<file path="config.mk">
export PLATFORM = sky130hd
export DESIGN_NAME = pipeline_stall_ctrl
export DESIGN_NICKNAME = d
export VERILOG_FILES = /design/src/rtl/pipeline_stall_ctrl.sv
export SDC_FILE = /design/constraint.sdc
export NUM_CORES = 1
export LEC_CHECK = 0
export CORE_UTILIZATION = 25
export DETAILED_ROUTE_END_ITERATION = 10
export SYNTH_ARGS = -nofsm -noshare
export SYNTH_HDL_FRONTEND = slang
export SYNTH_SLANG_ARGS = --single-unit
</file>
<file path="constraint.sdc">
create_clock -name clk -period 3.4 [get_ports clk]
set_input_delay 0.68 -clock clk [delete_from_list [all_inputs] [get_ports clk]]
set_output_delay 0.68 -clock clk [all_outputs]
set_load 0.005 [all_outputs]
</file>
<file path="src/rtl/pipeline_stall_ctrl.sv">
// pipeline_stall_ctrl: sequences the five-stage pipeline around data hazards,
// PC redirects (branch/call/ret) and multi-cycle data-memory accesses.
// Outputs are Mealy: decoded from the registered state plus the current inputs.
// Optional feature macro: PIPE_CTRL_STATS_EN builds the saturating stall-cycle
// counter; without it stall_cycles is tied to zero and no counter flops exist.
module pipeline_stall_ctrl #(
    parameter int PC_WAIT_MAX = 8,
    parameter int CNT_W       = 16
) (
    input  logic             clk,
    input  logic             rst,
    input  logic             data_hazard,
    input  logic             pc_hazard,
    input  logic             pc_update,
    input  logic             mem_busy,
    output logic             pc_we,
    output logic             pc_sel_target,
    output logic             ifid_we,
    output logic             ifid_flush,
    output logic             idex_bubble,
    output logic             pipe_freeze,
    output logic [1:0]       ctrl_state,
    output logic             timeout_err,
    output logic [CNT_W-1:0] stall_cycles
);

    typedef enum logic [1:0] {
        RUN      = 2'd0,
        DSTALL   = 2'd1,
        PC_WAIT  = 2'd2,
        MEM_WAIT = 2'd3
    } state_t;

    // Last wait-count value before the redirect wait gives up.
    localparam logic [7:0] WCNT_LAST = 8'(PC_WAIT_MAX - 1);

    state_t     state_q, state_d;
    logic [7:0] wcnt_q, wcnt_d;
    logic       upd_pend_q, upd_pend_d;
    logic       timeout_q, timeout_d;
    logic       run_rules;

    // Decode outputs and next state from the current state and hazard inputs.
    always_comb begin
        pc_we         = 1'b1;
        pc_sel_target = 1'b0;
        ifid_we       = 1'b1;
        ifid_flush    = 1'b0;
        idex_bubble   = 1'b0;
        pipe_freeze   = 1'b0;
        state_d       = state_q;
        wcnt_d        = wcnt_q;
        upd_pend_d    = 1'b0;
        timeout_d     = timeout_q;
        run_rules     = 1'b0;

        case (state_q)
            DSTALL: begin
                if (data_hazard && !mem_busy) begin
                    pc_we       = 1'b0;
                    ifid_we     = 1'b0;
                    idex_bubble = 1'b1;
                end else begin
                    run_rules = 1'b1;
                end
            end
            MEM_WAIT: begin
                if (mem_busy) begin
                    pc_we       = 1'b0;
                    ifid_we     = 1'b0;
                    pipe_freeze = 1'b1;
                end else begin
                    run_rules = 1'b1;
                end
            end
            PC_WAIT: begin
                pc_we       = 1'b0;
                ifid_flush  = 1'b1;
                idex_bubble = 1'b1;
                if (mem_busy) begin
                    // Back end frozen: the wait does not age, and a target that
                    // arrives now is remembered until the freeze lifts.
                    pipe_freeze = 1'b1;
                    idex_bubble = 1'b0;
                    upd_pend_d  = upd_pend_q | pc_update;
                end else if (pc_update || upd_pend_q) begin
                    pc_we         = 1'b1;
                    pc_sel_target = 1'b1;
                    state_d       = RUN;
                end else if (wcnt_q == WCNT_LAST) begin
                    // Target never came: fall through sequentially and flag it.
                    timeout_d = 1'b1;
                    pc_we     = 1'b1;
                    state_d   = RUN;
                end else begin
                    wcnt_d = wcnt_q + 8'd1;
                end
            end
            default: run_rules = 1'b1;
        endcase

        if (run_rules) begin
            if (mem_busy) begin
                pc_we       = 1'b0;
                ifid_we     = 1'b0;
                pipe_freeze = 1'b1;
                state_d     = MEM_WAIT;
            end else if (pc_hazard) begin
                pc_we      = 1'b0;
                ifid_flush = 1'b1;
                state_d    = PC_WAIT;
                wcnt_d     = 8'd0;
            end else if (data_hazard) begin
                pc_we       = 1'b0;
                ifid_we     = 1'b0;
                idex_bubble = 1'b1;
                state_d     = DSTALL;
            end else begin
                state_d = RUN;
            end
        end

        // While in reset the pipeline is held with NOPs in IF/ID and ID/EX.
        if (rst) begin
            pc_we         = 1'b0;
            pc_sel_target = 1'b0;
            ifid_we       = 1'b0;
            ifid_flush    = 1'b1;
            idex_bubble   = 1'b1;
            pipe_freeze   = 1'b0;
        end
    end

    // Register control state, wait counter, pending-update and sticky timeout.
    always_ff @(posedge clk) begin
        if (rst) begin
            state_q    <= RUN;
            wcnt_q     <= 8'd0;
            upd_pend_q <= 1'b0;
            timeout_q  <= 1'b0;
        end else begin
            state_q    <= state_d;
            wcnt_q     <= wcnt_d;
            upd_pend_q <= upd_pend_d;
            timeout_q  <= timeout_d;
        end
    end

    assign ctrl_state  = state_q;
    assign timeout_err = timeout_q;

`ifdef PIPE_CTRL_STATS_EN
    logic [CNT_W-1:0] stall_q;

    // Count cycles in which the PC is held, sticking at all-ones.
    always_ff @(posedge clk) begin
        if (rst) begin
            stall_q <= '0;
        end else if (!pc_we && (stall_q != '1)) begin
            stall_q <= stall_q + 1'b1;
        end
    end

    assign stall_cycles = stall_q;
`else
    assign stall_cycles = '0;
`endif

endmodule

</file>
==> impl_results.md <==
- Ratio of final minimum period to clock period: 96.7%
- Average routed wire per standard cell: 11.0 um
- DR pass1 iterations: 4
- Max-Cap Viols: 0
- Largest net degree at the start of global routing: 9
- GP Congestion: 0.862
- Total CTS buffers: 3
- Initial antenna violation count: 0
- Async S/R FF share, synth: 0%
- Chip Height: 60.8 um
- Worst IR Drop VDD: 192 uV
- Clk sinks: 12
- Antenna diode count: 0
- CTS max path bufs: 2
- Predominant post-synthesis flop cell: dfxtp_1
- CP top delay family: buffers and inverters
- Skew final: 4.43 ps
- ANT nets after route: 0
- Crit Path Class: in2out
- CP dominant cell by count: clkdlybuf4s50_1
- Die footprint: 0.00370 mm^2
- Placed wire-length estimate: 1490 um
- Status: complete, no violations
- Wirelength, routed: 1920 um
- Critical-path cell list: clkdlybuf4s50_1 -> nand2b_4 -> a221oi_4 -> nor2_1 -> nor4_2 -> clkdlybuf4s50_1
- Yosys cell types: 34
- Fill cell count: 337
- Placeable Area: 0.00318 mm^2
- Die Wd: 60.8 um
- Post-synth top area share: 27.8%
- Global-route wire length before repair: 3260 um
- Clk_lat worst skew: 270 ps
- Synth Cell Area: 865 um^2
- CTS tree: done
- Final setup fails: 0
- Hold path depth: 2
- CP arrival: 2610 ps
- Clk pwr share: 24.8%
- Leak: 0.453 nW
- Most area-hungry cell type in the Yosys netlist: dfxtp_1
- Starting DRT DRC Count: 41
- Number of synthesized flops with an enable pin: 0
- Flop pwr share: 34.9%
- Total number of vias: 782
- Top-count cell post-synth: buf_4
- Synth warn: 0
- Total grt overflow: 0
- Fin. Hold Viols: 0
- Crit start category: primary input
- Global-route usage over all layers: 11.9%
- Post-Syn Area per Cell: 8.08 um^2
- Io pins: 31
- Pwr/cell area: 413 mW/mm^2
- Sw frac: 32.7%
- Hold WC Path Type: reg2reg
- # nets final: 142
- Final core occ: 34.9%
- Sequential fraction of the synthesis area: 27.8%
- Critical Path Max Stage Delay: 550 ps
- Setup repair after global routing missed its margin: false
- Yosys reg bits: 12
- Synth area leaders: dfxtp_1, buf_4, ha_1, nor2_1, nor3b_1
- Vias in the first global route: 750
- Final Critical Period: 3290 ps
- Num rows: 20
- List of most frequent post-synthesis cells: buf_4, nor2_1, dfxtp_1
- NetSw: 150 uW
- Vias/cell: 4.49
- Cell Int Power: 308 uW
- Initial Utilization: 27.2%
- H-Tree Depth: 1
- Worst R2R Path Depth: 6
- Clock-pin slew on the worst setup and hold paths: 80 ps
- Synth Instances: 107
- Peak Freq: 304 MHz
- CTS root buf: clkbuf_4
- Layout cells sized above 1: 13.8%
- IO buf count: 14
- Buf/Inv on CP: 2
- Hold buffers post-CTS: 0
- Worst-path maximum fanout: 6
- Critical path depth: 6
- Post-Layout Inst Area: 0.00111 mm^2
- Remaining DRCs: 0
- Area Growth Syn to Fin: 28.2%
- CP max stage cell: clkdlybuf4s50_1
- Combinational share of power: 40.2%
- Placed inst area: 0.00104 mm^2
- CP Capture Type: primary output
- Final Max Slew Viols: 0
- CP required: 2720 ps
[what timing repair did]
action	CTS	global route
buffers inserted	0	0
pin swaps	0	1
endpoints found under the setup margin	1	2
hold endpoints to repair	0	0
resized for setup	2	3
[cells in the final DEF, fill, tap and decap left out, types with 5 or more instances in the layout]
cell type,n
a21oi_1,6
buf_4,8
clkdlybuf4s50_1,13
conb_1,16
dfxtp_1,12
ha_1,5
inv_1,5
nand2_1,6
nor2_1,13
nor3b_1,5
[tightest hold or removal path, cell delays in order, from the launching register on]
cell,delay (ps)
dfxtp_1,310
inv_1,40
a21oi_1,50
[flip-flops by register name, indices dropped and copies added (netlist names)]
signal       flops
wcnt_q           8
ctrl_state       2
timeout_err      1
upd_pend_q       1
[per-stage QoR]
step / TNS (ps) / cells / setup WS [ps] / total power [mW] / hold slack [ps]
6_report: 0 / 174 / 111 / 0.458 / 449
5_1_grt: 0 / 174 / 3.43 / 0.488 / 486
4_1_cts: 0 / 174 / 21.0 / 0.457 / 455
3_5_place_dp: -49.6 / 170 / -49.6 / 0.333 / 444
3_3_place_gp: -54.9 / 170 / -54.9 / 0.329 / 441
2_1_floorplan: 0 / 122 / 984 / 0.272 / 442
[logic make-up (layout without fill, tap and decap cells)]
logic type                 after synthesis  after routing  share of synthesized area [%]
and+or+nand+nor                         43             43                           27.5
xor gates and xnor gates                 6              6                           6.08
muxes                                    1              1                           1.16
buffers and inverters                   24             32                           17.8
adders and majority gates                5              5                           7.24
DFF                                     12             12                           27.8
AOI/OAI and AO/OA                       15             15                           12.0
other                                    1             16                          0.434
[per-layer routing]
layer  share of wire [%]  vias to the layer above  track usage, %
met5                   0                        -               0
met4                 1.1                        0            5.52
met3                 4.1                        2            3.20
met2                  52                       26            21.0
met1                  43                      366            13.2
li1                    -                      388               -
[path summary, 6_finish.rpt]
kind                               from                        to  slack, ps
max reg2reg  ctrl_state[0]$_SDFFE_PP0P_      wcnt_q[1]$_SDFF_PP0_       1470
min            timeout_err$_SDFFE_PP0P_  timeout_err$_SDFFE_PP0P_        450
max                            mem_busy                   ifid_we        110
min reg2reg    timeout_err$_SDFFE_PP0P_  timeout_err$_SDFFE_PP0P_        450
[area by class of cell]
type	count	area (um^2)	area share, %
Clock buffer	4	36.3	3.27
Inverter	6	22.5	2.03
Sequential cell	12	240	21.7
Multi-Input combinational cell	86	552	49.8
Tap cell	44	55.1	4.97
Timing Repair Buffer	22	203	18.3
[power groups by stage]
| stage | logic (mW) | registers [mW] | clock network, mW |
|---|---|---|---|
| 2_1_floorplan | 0.110 | 0.162 | 0 |
| 3_3_place_gp | 0.167 | 0.163 | 0 |
| 3_5_place_dp | 0.170 | 0.163 | 0 |
| 4_1_cts | 0.181 | 0.160 | 0.116 |
| 5_1_grt | 0.200 | 0.162 | 0.125 |
| 6_report | 0.184 | 0.160 | 0.114 |
Note: power is estimated with default switching activity, not from simulation.
==> edit, RTL diff (config.mk and constraints unchanged) <==
Change the parameter `CNT_W` from 16 to 18.
--- a/src/rtl/pipeline_stall_ctrl.sv
+++ b/src/rtl/pipeline_stall_ctrl.sv
@@ -5,7 +5,7 @@
 // counter; without it stall_cycles is tied to zero and no counter flops exist.
 module pipeline_stall_ctrl #(
     parameter int PC_WAIT_MAX = 8,
-    parameter int CNT_W       = 16
+    parameter int CNT_W       = 18
 ) (
     input  logic             clk,
     input  logic             rst,
Interface: changed (resized stall_cycles); port bits go from 31 to 33. The function was not compared with the original's and may differ.
==> edit against the original RTL <==
Area after synthesis is 1.7% higher. Power rose by 2.1%. Sequential cell count is the same. Cell area is 0.68% higher. Non-clock buffer count rose by 1. Worst setup slack got worse by 0.034 ns. Synthesized cell count is 1.9% higher. Combinational power increased by 4%. Utilization shrank 1.7 points. Wire length fell by 1.4%. Critical path type unchanged. Critical endpoint is now pc_we. Largest cell class unchanged. Largest power group unchanged.
==> edit: results (changes against the original RTL) <==
[global_routing]
use_met1_pct = 13.40  ; +0.16 points
grt_usage_pct = 10.40  ; -1.5 points
gr-usage-met2_pct = 17.08  ; -4.0 points
grt_pass1_wl_microns = 2877  ; -12%
grt_util_met3_pct = 2.101  ; -1.1 points
grt_pass1_vias = 664  ; -11%

[route]
wl_met2_microns = 872  ; -12%
dr_wl_met3_microns = 87  ; +12%
drt_iter0_drc = 25  ; -39%
dr_total_vias = 751  ; -4.0%
m1WireLength_microns = 915  ; +11%
drt-total-wl_microns = 1889  ; -1.4%

[power]
comb_power_w = 0.000192  ; +4%
vdd_drop_max_mv = 0.1113  ; -42%
clock_power_w = 0.000117
power_leakage_nw = 0.4467  ; -1.3%
p_sw_share_pct = 32.02  ; -0.69 points

[layout]
layout-drive-gt1-share_pct = 13.53  ; -0.31 points
largest_register = wcnt_q
nNetsFinal = 145  ; +2.1%

[yosys]
ys_top_cells_by_count = 19 x buf_4, 13 x nor2_1, 12 x dfxtp_1
yosysSeqAreaShare_pct = 27.31  ; -0.47 points
yosys-top-cells-area = dfxtp_1 27%, buf_4 16%, ha_1 7.1%, nor2_1 5.5%, nor3b_1 4.3%

[status]
status = finished, final reports clean

[cts]
clk_latency_ns = 0.27  ; about the same
clock_path_buffers = 2  ; unchanged
root_buffer = clkbuf_4
ctsHtreeMaxLevel = 1  ; unchanged

[floorplan]
fp.dieW_microns = 61.32  ; +0.84%

[setup_path]
worstPathArrival_ns = 2.64  ; +0.03 ns
crit_fanout = 5  ; -1

[placed_design]
dp_hpwl_microns = 1488  ; about the same
place.gp.congestion = 0.8247  ; -4.3%
port_buffers = 14  ; unchanged
place_ws_ns = -0.1297  ; -0.08013 ns

[timing]
fmax_mhz = 300.9  ; -1.0%
worst_hold_slack_ns = 0.4726  ; +0.02345 ns
finalClockSkew_ns = 0.003473  ; -0.0009577 ns

edit: path summary, 6_finish.rpt:
| check | startpoint | cells past startpoint | endpoint |
|---|---|---|---|
| min | timeout_err$_SDFFE_PP0P_ | 2 | timeout_err$_SDFFE_PP0P_ |
| max reg2reg | ctrl_state[0]$_SDFFE_PP0P_ | 6 | wcnt_q[1]$_SDFF_PP0_ |
| min reg2reg | timeout_err$_SDFFE_PP0P_ | 2 | timeout_err$_SDFFE_PP0P_ |
| max | data_hazard | 6 | pc_we |
edit: worst max-delay path, stage by stage:
cell             delay, ns
clkdlybuf4s50_1       0.55
nand2b_4              0.08
a221oi_4              0.30
or3b_1                0.38
a21oi_1               0.13
clkdlybuf4s50_1       0.53
edit: what timing repair did:
action / CTS / global route
setup endpoints to repair: 3 / 1
buffers inserted: 0 / 1
resized for setup: 3 / 0
pin swaps: 1 / 1
edit: cell type report:
class	instances	area, sq um
fillers	377	2247
multi-input cells	88	553.0
flip-flops and latches	12	240.2
repair buffers	23	206.4
well taps	46	57.56
clock buffers	4	36.28
inverters	6	22.52
edit: cell families after synthesis:
group                      share of synthesized area, %
muxes                                             1.138
adders and majority gates                         7.112
and+or+nand+nor                                   27.03
buffers and inverters                             19.20
AOI/OAI and AO/OA                                 11.81
DFF                                               27.31
xor gates and xnor gates                          5.974
other                                            0.4263
edit: per-stage QoR:
stage	instance area [sq um]	std cells	setup TNS, ns	utilization, %	total power [W]
floorplan	943.4	126	0	-	0.0002740
global placement	1055	174	-0.09923	31.36	0.0003338
detailed placement	1055	174	-0.2368	31.36	0.0003375
CTS	1109	178	0	32.96	0.0004634
global route	1116	179	-0.006884	33.18	0.0005048
finish	1116	179	0	33.18	0.0004681
